--- src/rtl/ins_cache_if.sv ---
// CPU fetch port and instruction-memory block port of the instruction cache.
// The cache sits on the slave modport; the driving side (CPU + memory) uses master.
interface ins_cache_if;
    logic         read;
    logic [9:0]   address;
    logic [31:0]  instruction;
    logic         busywait;
    logic         mem_read;
    logic [5:0]   mem_address;
    logic [127:0] mem_readdata;
    logic         mem_busywait;

    modport slave (
        input  read, address, mem_readdata, mem_busywait,
        output instruction, busywait, mem_read, mem_address
    );

    modport master (
        output read, address, mem_readdata, mem_busywait,
        input  instruction, busywait, mem_read, mem_address
    );
endinterface

--- src/rtl/ins_cache.sv ---
// Direct-mapped read-only instruction cache: 0-cycle hits, whole-block refill on miss.
// IDLE -> MEM_READ (block request) -> UPDATE (install line) -> IDLE.
module ins_cache #(
    parameter int INDEX_BITS = 3
) (
    input  logic        clock,
    input  logic        reset,
    ins_cache_if.slave  bus
);
    localparam int TAG_BITS  = 6 - INDEX_BITS;
    localparam int NUM_LINES = 1 << INDEX_BITS;

    typedef enum logic [1:0] {IDLE, MEM_READ, UPDATE} state_e;

    state_e                state_q, state_d;
    logic                  first_q, first_d;
    logic [NUM_LINES-1:0]  valid_q, valid_d;
    logic [TAG_BITS-1:0]   tag_q  [NUM_LINES];
    logic [TAG_BITS-1:0]   tag_d  [NUM_LINES];
    logic [127:0]          data_q [NUM_LINES];
    logic [127:0]          data_d [NUM_LINES];

    logic [TAG_BITS-1:0]   addr_tag;
    logic [INDEX_BITS-1:0] idx;
    logic [1:0]            off;
    logic                  hit;
    logic [1:0]            unused_byte_off;

    assign addr_tag        = bus.address[9:4+INDEX_BITS];
    assign idx             = bus.address[3+INDEX_BITS:4];
    assign off             = bus.address[3:2];
    assign unused_byte_off = bus.address[1:0];
    assign hit             = bus.read && valid_q[idx] && (tag_q[idx] == addr_tag);

    always_ff @(posedge clock) begin
        if (reset) begin
            state_q <= IDLE;
            first_q <= 1'b0;
            valid_q <= '0;
        end else begin
            state_q <= state_d;
            first_q <= first_d;
            valid_q <= valid_d;
        end
    end

    // Tag/data need no reset: a line is only trusted through its valid bit.
    always_ff @(posedge clock) begin
        tag_q  <= tag_d;
        data_q <= data_d;
    end

    // first_q marks the opening MEM_READ cycle, before memory has had a chance
    // to raise mem_busywait, so a still-low busywait there is not taken as done.
    always_comb begin
        state_d = state_q;
        first_d = 1'b0;
        case (state_q)
            IDLE: begin
                if (bus.read && !hit) begin
                    state_d = MEM_READ;
                    first_d = 1'b1;
                end
            end
            MEM_READ: if (!first_q && !bus.mem_busywait) state_d = UPDATE;
            UPDATE:   state_d = IDLE;
            default:  state_d = IDLE;
        endcase
    end

    always_comb begin
        valid_d = valid_q;
        tag_d   = tag_q;
        data_d  = data_q;
        if (state_q == UPDATE) begin
            valid_d[idx] = 1'b1;
            tag_d[idx]   = addr_tag;
            data_d[idx]  = bus.mem_readdata;
        end
    end

    always_comb begin
        bus.mem_read    = (state_q == MEM_READ);
        bus.mem_address = bus.address[9:4];
        bus.busywait    = (state_q == IDLE) ? (bus.read && !hit) : 1'b1;
        case (off)
            2'd0:    bus.instruction = data_q[idx][31:0];
            2'd1:    bus.instruction = data_q[idx][63:32];
            2'd2:    bus.instruction = data_q[idx][95:64];
            default: bus.instruction = data_q[idx][127:96];
        endcase
    end
endmodule
--- src/flat_wrapper.sv ---
// flat-port wrapper written by rule: the top's interface ports become plain ports
module ins_cache_flat 
#(
    parameter int INDEX_BITS = 3
)
  (clock, reset, bus_read, bus_address, bus_mem_readdata, bus_mem_busywait, bus_instruction, bus_busywait, bus_mem_read, bus_mem_address);
  ins_cache_if bus_i ();
  input  logic clock;
  input  logic reset;
  input wire logic [$bits(bus_i.read)-1:0] bus_read;
  input wire logic [$bits(bus_i.address)-1:0] bus_address;
  input wire logic [$bits(bus_i.mem_readdata)-1:0] bus_mem_readdata;
  input wire logic [$bits(bus_i.mem_busywait)-1:0] bus_mem_busywait;
  output wire logic [$bits(bus_i.instruction)-1:0] bus_instruction;
  output wire logic [$bits(bus_i.busywait)-1:0] bus_busywait;
  output wire logic [$bits(bus_i.mem_read)-1:0] bus_mem_read;
  output wire logic [$bits(bus_i.mem_address)-1:0] bus_mem_address;
  assign bus_i.read = bus_read;
  assign bus_i.address = bus_address;
  assign bus_i.mem_readdata = bus_mem_readdata;
  assign bus_i.mem_busywait = bus_mem_busywait;
  assign bus_instruction = bus_i.instruction;
  assign bus_busywait = bus_i.busywait;
  assign bus_mem_read = bus_i.mem_read;
  assign bus_mem_address = bus_i.mem_address;
  ins_cache #(.INDEX_BITS(INDEX_BITS)) u_core (.clock(clock), .reset(reset), .bus(bus_i));
endmodule
--- config.mk ---
export PLATFORM = sky130hd
export DESIGN_NAME = ins_cache_flat
export DESIGN_NICKNAME = d
export VERILOG_FILES = /design/src/rtl/ins_cache_if.sv /design/src/rtl/ins_cache.sv /design/src/flat_wrapper.sv
export SDC_FILE = /design/constraint.sdc
export NUM_CORES = 1
export LEC_CHECK = 0
export BUFFER_PORTS_ARGS = -buffer_cell sky130_fd_sc_hd__clkbuf_2
export CORE_ASPECT_RATIO = 1.1
export CORE_MARGIN = 5
export CORE_UTILIZATION = 25
export CTS_BUF_LIST = sky130_fd_sc_hd__clkbuf_8
export CTS_CLUSTER_SIZE = 28
export DETAILED_ROUTE_END_ITERATION = 6
export SLEW_MARGIN = 5
export SYNTH_ARGS = -nofsm -noshare
export SYNTH_HDL_FRONTEND = slang
export SYNTH_SLANG_ARGS = --single-unit
--- constraint.sdc ---
create_clock -name clock -period 16.95 [get_ports clock]
set_input_delay 3.39 -clock clock [delete_from_list [all_inputs] [get_ports clock]]
set_output_delay 3.39 -clock clock [all_outputs]
set_load 0.01 [all_outputs]
# Word level (Yosys, flattened, before mapping)
# Index checks and enable logic that the tools add are counted.
[word_totals]
inputBits = 142
out_inout_bits = 40
ff_bits = 1059
wordCells = 68
[classes]
mux = 22
bitwise = 3
order_cmp = 4
eq_ne = 7
reduce_logical = 13
[ops]
columns = ["op", "count"]
rows = [
  ["bitwise mux 1024 bit", 1],
  ["binary-select mux 128 bit (select 3 bit)", 1],
  ["demux 128 bit (select 3 bit)", 1],
  ["2-to-1 mux 128 bit", 3],
  ["one-hot mux 32 bit (3 select lines)", 1],
  ["bitwise mux 24 bit", 1],
  ["binary-select mux 3 bit (select 3 bit)", 1],
  ["demux 3 bit (select 3 bit)", 1],
  ["2-to-1 mux 3 bit", 3],
  ["bitwise OR 8 bit", 1],
  ["logical AND 1 bit", 6],
  ["== test 2 x 1 -> 1 bit (second input constant)", 2],
  ["== test 2 bit (second input constant)", 2],
  [">= comparator 4 bit (second input constant)", 1],
  ["logical NOT 2 bit", 2],
  ["< comparator 3 x 4 -> 1 bit (second input constant)", 1],
  ["< comparator 4 x 1 -> 1 bit (second input constant)", 1],
  ["2-to-1 mux 1 bit", 4],
  ["2-to-1 mux 2 bit", 2],
  ["!= test 2 x 1 -> 1 bit (second input constant)", 2],
  ["inverter 3 -> 4 bit", 1],
  ["one-hot mux 2 bit (2 select lines)", 1],
  ["binary-select mux 1 bit (select 3 bit)", 1],
  ["demux 1 bit (select 3 bit)", 1],
  ["other kinds (6)", 8],
]

# Depth between registers and ports, before layout
[depth]
depth_word = 10
ltp_mapped = 11
depth_no_buf = 6

# Worst setup path after synthesis
# OpenSTA, ideal clock, no wires.
[synth_timing]
kind = "input port to flip-flop"
from = "input bus_address[6]"
to = "register u_core.data_q[512] (netlist bit), enable pin"
arrival_ns = 13.251
slack_ns = 2.914
setup_time_ns = 0.785
path_buffers = 6
cell_stages = 7
t_required_ns = 16.165
path_cell_list = "buf_6 > buf_6 > buf_4 > buf_4 > buf_4 > buf_2 > nor3_1"
[synth_lines]
columns = ["element", "line_no", "rtl"]
rows = [
  ["from (decl)", "flat_wrapper.sv:11", "input wire logic [$bits(bus_i.address)-1:0] bus_address;"],
  ["to (signal assigned)", "ins_cache.sv:50", "data_q <= data_d;"],
  ["to (decl)", "ins_cache.sv:20", "logic [127:0] data_q [NUM_LINES];"],
]

# Final worst setup path
[layout_timing]
from = "input bus_address[6]"
to = "output bus_instruction[21]"
[layout_between]
elab_chain_cells = 5
[layout_rtl]
columns = ["element", "line_no", "rtl"]
rows = [
  ["inverter 3 -> 4 bit (not written as such)", "--", ""],
  ["binary-select mux 128 bit (select 3 bit)", "--", ""],
  ["2-to-1 mux 128 bit (not written as such) (2 in a row)", "ins_cache.sv:87", "2'd0: bus.instruction = data_q[idx][31:0];"],
  ["one-hot mux 32 bit (3 select lines)", "ins_cache.sv:86", "case (off)"],
  ["to (decl)", "flat_wrapper.sv:14", "output wire logic [$bits(bus_i.instruction)-1:0] bus_instruction;"],
]
# Every way passes these cells. The select of a mux whose other input is x is not followed.

==> flow_summary.json <==
{
  "status": "finished clean",
  "power_frac_comb": 0.056,
  "tritoncts": "done",
  "path_max_fanout": 43,
  "hold_buffers": 0,
  "grt.overflow.total": 0,
  "path_class": "input port to output port",
  "grt_pass1_wl_mm": 171,
  "place_congestion": 0.734,
  "r2r_cells": 4,
  "slowest_stage": "a211oi_1",
  "die_w_um": 391,
  "drtAntennaViolNets": 0,
  "synth_cell_types": 57,
  "die_h_um": 429,
  "wire_per_inst_um": 25.5,
  "slew_headroom": 0.260,
  "grt_usage": 0.141,
  "cp.arrival_ps": 7530,
  "switchingPower_uw": 1200,
  "core_area_um2": 160000,
  "cts_setup_buffers": 0,
  "worst_pin_slew_ps": 1110,
  "finalCritPeriodShare": 0.644,
  "skew_ps": 26.3,
  "drv_slew": 0,
  "finalSetupViolations": 0,
  "syn2layout_area_growth_pct": 15.9,
  "grt_max_degree": 111,
  "hold_path_class": "register to register",
  "clk_latency_ps": 820,
  "grt_pass1_vias": 22200,
  "switching_share": 0.233,
  "drc": 0,
  "synthFlopType": "edfxtp_1",
  "finish.utilization": 0.290,
  "wl_mm": 122,
  "cp-end-kind": "output port",
  "cts_sinks": 1059,
  "p_int_uw": 3940,
  "powerDensity_nw_per_um2": 111,
  "mostFrequentLayoutCell": "edfxtp_1",
  "pin_count": 182,
  "critPathMostFrequentCell": "buf_4",
  "async_flop_share": 0,
  "dr_total_vias": 22800,
  "syn_area_um2": 40000,
  "min_path_cells": 2,
  "synth-seq-area-share": 0.792,
  "power.share.clock": 0.382,
  "syn-num-nets": 2403,
  "ctsResizeCount": 0,
  "vdd_drop_max_mv": 0.0693,
  "htree_levels": 4,
  "cap_viol_max_count": 0,
  "numCtsBuffers": 171,
  "antenna_found_initial": 62,
  "synth-edff-count": 1048,
  "final_nets": 2659,
  "rsz0062_at_grt": "no",
  "slowest_delay_ps": 890,
  "syn_inst": 2261,
  "mostFrequentLayoutCells": "edfxtp_1, a21oi_1, clkbuf_2",
  "fin_tns_setup_ps": 0,
  "crit_chain": "clkbuf_8, buf_4, and3b_4, buf_4, a22o_1, a221oi_1, o211ai_1, o21ai_1, a211oi_1, clkbuf_2",
  "clk_path_buf_depth": 3,
  "vias_per_cell": 4.78,
  "finalInstanceArea_um2": 46300,
  "crit_buf_inv": 4,
  "num_rows": 154,
  "root_buffer": "clkbuf_8",
  "start_kind": "input port",
  "io_buffer_count": 179,
  "ys_ff_latch": 1059,
  "worstPathRequired_ps": 13560,
  "power.leakage_uw": 0.0149,
  "initial_core_util": 0.251,
  "crit_cells": 10,
  "place_area_um2": 43200,
  "max_freq_mhz": 91.5,
  "path_delay_family": "buffers and inverters",
  "drive_gt1_frac": 0.195,
  "die_area_um2": 168000,
  "drtIter0Drc": 2302,
  "power_uw": 5140,
  "hpwl_mm": 69.4,
  "period_minus_slack_ps": 10920,
  "dr.pass1.iters": 5,
  "yosysWarningCount": 0,
  "clkSlewWorstSetupHoldPaths_ps": 60,
  "hold_viol_final": 0,
  "fillers": 15900,
  "avgSynthCellArea_um2": 17.7,
  "seqPwrFrac": 0.563
}
## registers in the layout, summed over array words and instances, names as in the netlist
| register | cells |
|---|---|
| u_core.data_q | 1024 |
| u_core.first_q | 1 |
| u_core.state_q | 2 |
| u_core.tag_q | 24 |
| u_core.valid_q | 8 |
## routing by layer
layer	vias to the layer above	global-route usage	wire length (um)
met2	985	0.219	56900
met1	11800	0.183	49800
met4	42	0.0524	3610
met3	249	0.0458	11400
met5	-	0	274
li1	9797	-	-
## through the flow
stage	instances	setup slack [ps]	hold WS, ps
floorplan	2261	2910	435
global placement	4450	5990	448
detailed placement	4450	6040	458
CTS	4760	6020	470
global route	4767	5950	511
finish	4778	6030	467
## area by class of cell
cell class,instances,area [um^2],area share
Multi-Input combinational cell,1042,7520,0.162
Tap cell,2106,2640,0.0569
Timing Repair Buffer,236,1370,0.0296
Antenna cell,18,45.0,0.000972
Sequential cell,1059,31700,0.684
Clock inverter,137,662,0.0143
Clock buffer,173,2380,0.0514
Inverter,7,26.3,0.000567
## power groups by stage
stage	clock, uW	sequential [uW]	combinational (uW)
6_report	1960	2890	286
5_1_grt	2130	2890	307
4_1_cts	2000	2890	290
3_5_place_dp	0	2940	289
3_3_place_gp	0	2940	286
2_1_floorplan	0	2950	142
## synth_stat cells (3+ instances only)
cell	instances	area [um^2]
o22ai_1	10	62.6
xnor2_1	3	26.3
o211ai_1	31	233
buf_1	3	11.3
clkbuf_1	42	158
o221ai_1	4	35.0
a221oi_1	78	683
nor2_1	98	368
a21oi_1	178	891
inv_1	5	18.8
mux4_2	19	428
nand3_1	32	160
o211a_1	3	30.0
a221o_1	6	60.1
buf_4	22	165
o31ai_1	3	22.5
nor2b_1	5	31.3
mux2i_1	103	1030
mux2_2	40	450
buf_2	74	370
nand4_1	8	50.1
a22oi_1	126	946
edfxtp_1	1048	31500
dfxtp_1	11	220
nor3_1	14	70.1
nand2_1	71	267
buf_6	12	135
a222oi_1	7	70.1
and2_1	10	62.6
a31oi_1	3	18.8
o21ai_0	55	275
a22o_1	67	587
a211oi_1	26	195
o2111ai_1	9	78.8
a2111oi_0	4	35.0
## path summary, 6_finish.rpt
| path | startpoint | slack, ps | to |
|---|---|---|---|
| worst max-delay path | bus_address[6] | 6030 | bus_instruction[21] |
| worst min-delay path | u_core.valid_q[2] | 470 | u_core.valid_q[2] |
| worst max register to register | u_core.state_q[1] | 13280 | u_core.data_q[470] |
| worst min register to register | u_core.valid_q[2] | 470 | u_core.valid_q[2] |
## kinds of logic after synthesis
family / share of synthesized area
DFF: 0.792
AOI/OAI and AO/OA: 0.109
and+or+nand+nor: 0.0288
muxes: 0.0477
buffers and inverters: 0.0217
xor gates and xnor gates: 0.000657
## worst min-delay path, delay by kind of cell (launching register included)
family,cells,cell delay [ps]
flip-flops,1,320
AND/OR/NAND/NOR,2,110
Power figures use the tool's default switching activity.
